`src/rtl/compound_section_sender.sv`:
```
// compound_section_sender
//   Two-section sender. SECTION_A offers a (mode, x, y) payload on one of NUM_CH
//   round-robin blocking channels. SECTION_B waits for a master-in sample and
//   computes the next payload. In READ mode x advances by STEP; in WRITE mode x
//   loads m_in_x. Completed transfers are counted in xfer_cnt, which wraps.
//
// Optional feature: define CSS_TIMEOUT_EN to drop an offer after TIMEOUT cycles
//   without sync. A dropped offer pulses timeout_o for one cycle. Without the macro,
//   the offer waits indefinitely and timeout_o is tied to 0. TIMEOUT must be >= 1.
//
// Ports
//   clk           rising-edge clock
//   rst           asynchronous active-low reset
//   m_in_mode     master-in mode (0=READ, 1=WRITE)
//   m_in_x        master-in x (DATA_W)
//   m_in_y        master-in y
//   m_in_valid    master-in sample valid
//   b_out_mode    offered payload mode
//   b_out_x       offered payload x (DATA_W)
//   b_out_y       offered payload y
//   b_out_notify  one-hot offer strobe (NUM_CH)
//   b_out_sync    per-channel consumer accept (NUM_CH)
//   xfer_cnt      completed transfer count (CNT_W, wraps)
//   timeout_o     one-cycle pulse on a dropped offer
module compound_section_sender #(
  parameter int unsigned DATA_W  = 32,
  parameter int unsigned NUM_CH  = 2,
  parameter int unsigned STEP    = 1,
  parameter int unsigned CNT_W   = 16,
  parameter int unsigned TIMEOUT = 16
) (
  input  logic              clk,
  input  logic              rst,
  input  logic              m_in_mode,
  input  logic [DATA_W-1:0] m_in_x,
  input  logic              m_in_y,
  input  logic              m_in_valid,
  output logic              b_out_mode,
  output logic [DATA_W-1:0] b_out_x,
  output logic              b_out_y,
  output logic [NUM_CH-1:0] b_out_notify,
  input  logic [NUM_CH-1:0] b_out_sync,
  output logic [CNT_W-1:0]  xfer_cnt,
  output logic              timeout_o
);

  localparam int unsigned ChW = (NUM_CH > 1) ? $clog2(NUM_CH) : 1;

  typedef enum logic {SectionA, SectionB} section_e;

  section_e          section_q;
  logic [ChW-1:0]    ch_sel_q;
  logic              mode_q;
  logic [DATA_W-1:0] x_q;
  logic              y_q;
  logic [NUM_CH-1:0] notify_q;
  logic [CNT_W-1:0]  cnt_q;

  logic              sync_hit;
  logic [ChW-1:0]    ch_next;
  logic [DATA_W-1:0] x_next;

  // notify_q is one-hot on ch_sel_q while offering, so sync on other channels
  // is masked out here.
  assign sync_hit = |(notify_q & b_out_sync);
  assign ch_next  = (ch_sel_q == ChW'(NUM_CH - 1)) ? '0 : ch_sel_q + 1'b1;
  assign x_next   = m_in_mode ? m_in_x : x_q + DATA_W'(STEP);

`ifdef CSS_TIMEOUT_EN
  localparam int unsigned TW = (TIMEOUT > 1) ? $clog2(TIMEOUT + 1) : 1;

  logic [TW-1:0] wait_q;
  logic          timeout_q;
`else
  // TIMEOUT only matters when the timeout feature is built in.
  logic [31:0] unused_timeout;
  assign unused_timeout = TIMEOUT;
`endif

  always_ff @(posedge clk or negedge rst) begin
    if (!rst) begin
      section_q <= SectionA;
      ch_sel_q  <= '0;
      mode_q    <= 1'b0;
      x_q       <= '0;
      y_q       <= 1'b0;
      notify_q  <= NUM_CH'(1);
      cnt_q     <= '0;
`ifdef CSS_TIMEOUT_EN
      wait_q    <= '0;
      timeout_q <= 1'b0;
`endif
    end else begin
`ifdef CSS_TIMEOUT_EN
      timeout_q <= 1'b0;
`endif
      case (section_q)
        SectionA: begin
          // A sync in the expiry cycle wins over the drop.
          if (sync_hit) begin
            cnt_q     <= cnt_q + 1'b1;
            notify_q  <= '0;
            section_q <= SectionB;
          end
`ifdef CSS_TIMEOUT_EN
          else if (wait_q == TW'(TIMEOUT - 1)) begin
            notify_q  <= '0;
            timeout_q <= 1'b1;
            section_q <= SectionB;
          end else begin
            wait_q <= wait_q + 1'b1;
          end
`endif
        end
        SectionB: begin
          if (m_in_valid) begin
            x_q       <= x_next;
            y_q       <= m_in_y;
            mode_q    <= m_in_mode;
            ch_sel_q  <= ch_next;
            notify_q  <= NUM_CH'(1) << ch_next;
            section_q <= SectionA;
`ifdef CSS_TIMEOUT_EN
            wait_q    <= '0;
`endif
          end
        end
        default: section_q <= SectionA;
      endcase
    end
  end

  assign b_out_mode   = mode_q;
  assign b_out_x      = x_q;
  assign b_out_y      = y_q;
  assign b_out_notify = notify_q;
  assign xfer_cnt     = cnt_q;
`ifdef CSS_TIMEOUT_EN
  assign timeout_o    = timeout_q;
`else
  assign timeout_o    = 1'b0;
`endif

endmodule

```
`config.mk`:
```
export PLATFORM = sky130hd
export DESIGN_NAME = compound_section_sender
export DESIGN_NICKNAME = d
export VERILOG_FILES = /design/src/rtl/compound_section_sender.sv
export SDC_FILE = /design/constraint.sdc
export NUM_CORES = 1
export LEC_CHECK = 0
export BUFFER_PORTS_ARGS = -buffer_cell sky130_fd_sc_hd__buf_2
export CELL_PAD_IN_SITES_DETAIL_PLACEMENT = 1
export CELL_PAD_IN_SITES_GLOBAL_PLACEMENT = 2
export CORE_MARGIN = 4
export CORE_UTILIZATION = 27
export CTS_CLUSTER_DIAMETER = 40
export DETAILED_ROUTE_END_ITERATION = 12
export PLACE_DENSITY_LB_ADDON = 0.1
export SLEW_MARGIN = 20
export SYNTH_ARGS = -nofsm -noshare
export SYNTH_HDL_FRONTEND = slang
export SYNTH_SLANG_ARGS = --single-unit
```
`constraint.sdc`:
```
create_clock -name clk -period 2 [get_ports clk]
set_clock_uncertainty 0.15 [all_clocks]
set_input_delay 0.3 -clock clk [delete_from_list [all_inputs] [get_ports clk]]
set_output_delay 0.3 -clock clk [all_outputs]
set_load 0.01 [all_outputs]
```
==> flow_summary_export.csv <==
group,metric,value,unit
run_status,status,"finished clean",
synth,synth-main-ff-cell,"dfrtp_1",
global_route,grt_usage,16.1,%
worst_setup_path,cp.arrival,2060,ps
sta,setup_viol,0,
sta,fmax,511,MHz
worst_setup_path,worstPathRequired,2100,ps
floorplanning,start_util,27.7,%
routing,drtIter0Drc,145,
global_route,grt_overflow_total,0,
finish,area_growth,33.9,%
floorplanning,fp.dieH,113,um
floorplanning,core-area,10800,sq um
sta,maxSlewHeadroom,65.5,%
global_route,grt_pass1_wl,16700,um
clocking,path_clk_slew,100,ps
finish,finish.instance_area,4020,sq um
clocking,cts_max_path_buffers,2,
worst_setup_path,critPathMaxFanout,7,
floorplanning,fp-row-count,38,
finish,layout_commonest_cell,"buf_2",
routing,finalWirelength,9980,um
finish,layout_common_cells,"90 x buf_2, 53 x dfrtp_1, 31 x nand2_1, 31 x buf_4, 29 x a21oi_1",
power,p_leak,1.84,nW
finish,drive_gt1_share,33.9,%
synth,avgSynthCellArea,9.18,sq um
placed_design,io_buffers,90,
clocking,clock_latency,310,ps
power,power_density,1260,nW/um^2
sta,hold_viol_final,0,
synth,ys_seq_area_share,45.1,%
placed_design,dpl-instance-area,3840,sq um
global_route,antenna_found_initial,0,
finish,fin_util,37.1,%
routing,vias,2925,
power,ir_drop,0.000483,V
floorplanning,dieArea,12900,sq um
routing,postRouteAntennaNets,0,
clocking,cts_buffers,5,
floorplanning,chipWidth,113,um
synth,synthCells,327,
synth,syn-cell-area,3000,sq um
finish,fin_nets,480,
worst_setup_path,crit_type,"flip-flop to flip-flop",
placed_design,post-place-cells,570,
worst_setup_path,start_kind,"flip-flop",
hold_path,hold_path_class,"input pin to flip-flop",
synth,synthesis.nets,368,
placed_design,gp_congestion,0.778,
synth,synth_edf_count,0,
routing,dr.pass1.iters,4,
clocking,h-tree-depth,2,
synth,async_flop_share,100,%
finish,final_cells,580,
sta,min_period,1960,ps
sta,finalCritPeriodShare,97.8,%
clocking,root_buffer,"clkbuf_8",
sta,slew_viol_final,0,
clocking,cts_tree,"done",
power,power,5.04,mW
routing,viasPerCell,5.04,
flow_run,drv_cap,0,
sta,rsz0062_at_grt,"true",
global_route,first_global_vias,3148,
finish,diodes,0,
global_route,grt_max_degree,30,
clocking,cts_sinks,54,
synth,synth_area_leaders,"dfrtp_1 44%, a21oi_1 4.8%, nand2_1 3.9%, nand3_1 3.8%, xnor2_1 3.2%",
synth,synth_top_area_cell,"dfrtp_1",
routing,wl_per_cell,17.2,um
routing,drc,0,
placed_design,dpl.hpwl,7530,um
sta,worst_hold_slack,26.9,ps
synth,synth-seq-cells,54,
synth,yosysTopAreaCellShare,44.2,%
synth,ys_types,56,
worst_setup_path,end_kind,"flip-flop",
synth,synth_warnings,0,
sta,worst_slew_pin_slew,517,ps
floorplanning,io_pins,92,
==> report_power, final <==
group | switching [mW] | leakage, nW | internal, mW
clock | 0.390 | 0.0714 | 0.534
sequential | 0.434 | 0.651 | 1.51
combinational | 1.19 | 1.12 | 0.990
total | 2.01 | 1.84 | 3.03
==> sequential cells by signal (all words and copies together), names as in the netlist <==
signal        flops
b_out_notify      2
b_out_y           1
ch_sel_q          1
b_out_x          32
section_q         1
xfer_cnt         16
b_out_mode        1
==> routing by layer <==
metal | share of wire [%] | vias to the layer above | track usage [%]
li1 | - | 1431 | -
met1 | 46 | 1428 | 21.6
met2 | 48 | 60 | 26.8
met3 | 5.0 | 6 | 3.71
met4 | 0.92 | 0 | 3.45
met5 | 0 | - | 0
==> through the flow <==
step / setup WS (ps) / setup TNS (ps)
after global routing: -93.9 / -109
after detailed placement: -17.1 / -38.8
after floorplan: 5.87 / 0
final: 43.4 / 0
after global placement: 46.1 / 0
after CTS: 5.40 / 0
==> synthesized netlist by cell type (all sizes together), types with 2 or more instances <==
cell and n:
nand2 31, xor2 5, o21ai 18, mux2i 2
dfrtp 53, a22oi 4, or4 2, and4 6
xnor2 11, a31oi 2, o22ai 5, ha 2
or3 4, clkbuf 13, a311o 3, inv 6
and2 5, a211oi 3, nor4 6, nor3 5
a2bb2oi 4, a311oi 6, nand3 25, a21oi 29
nor2 21, buf 8, and3 15, o211ai 2
o21a 2, nand4 9, o22a 4
==> path summary, 6_finish.rpt <==
kind                                   start         endpoint  slack [ps]  cells past startpoint
min in group asynchronous                rst      b_out_x[18]         340                      2
worst max register to register    b_out_x[0]      b_out_x[16]          40                      7
worst max-delay path              b_out_x[0]      b_out_x[16]          40                      7
worst min register to register  xfer_cnt[15]     xfer_cnt[15]         320                      1
max in group asynchronous                rst  b_out_notify[0]         800                      3
worst min-delay path                  m_in_y          b_out_y          30                      3
==> what timing repair did <==
action / 4_1_cts / 5_1_grt
endpoints found under the setup margin: 4 / 17
hold endpoints to repair: 16 / 0
hold buffers: 1 / 0
gates resized for setup: 2 / 3
setup buffers: 0 / 1
==> cells by family (layout without fill, tap and decap cells) <==
logic type / Yosys count / after routing / synth area share (%)
buf+inv: 28 / 141 / 4.04
fa+ha+maj: 2 / 2 / 0.834
other cells: 1 / 1 / 0.125
simple gates: 131 / 131 / 23.5
compound gates: 92 / 92 / 20.7
mux: 3 / 3 / 1.04
xor+xnor: 16 / 16 / 4.67
flops: 54 / 54 / 45.1
==> critical path, cell delays in order, from the launching register on <==
cell     delay [ps]
dfrtp_1         410
ha_2            240
nand3_4         120
nor4_4          170
buf_4           190
nand4_1         110
or4_1           410
nand3_1          90
==> layout make-up <==
type	count	area [sq um]
flip-flops and latches	54	1350
clock buffers	6	82.6
inverters	7	26.3
well taps	140	175
clock inverters	2	60.1
repair buffers	126	773
multi-input cells	245	1550
fillers	1283	6820
No activity file was read; power rests on OpenSTA's default activity.
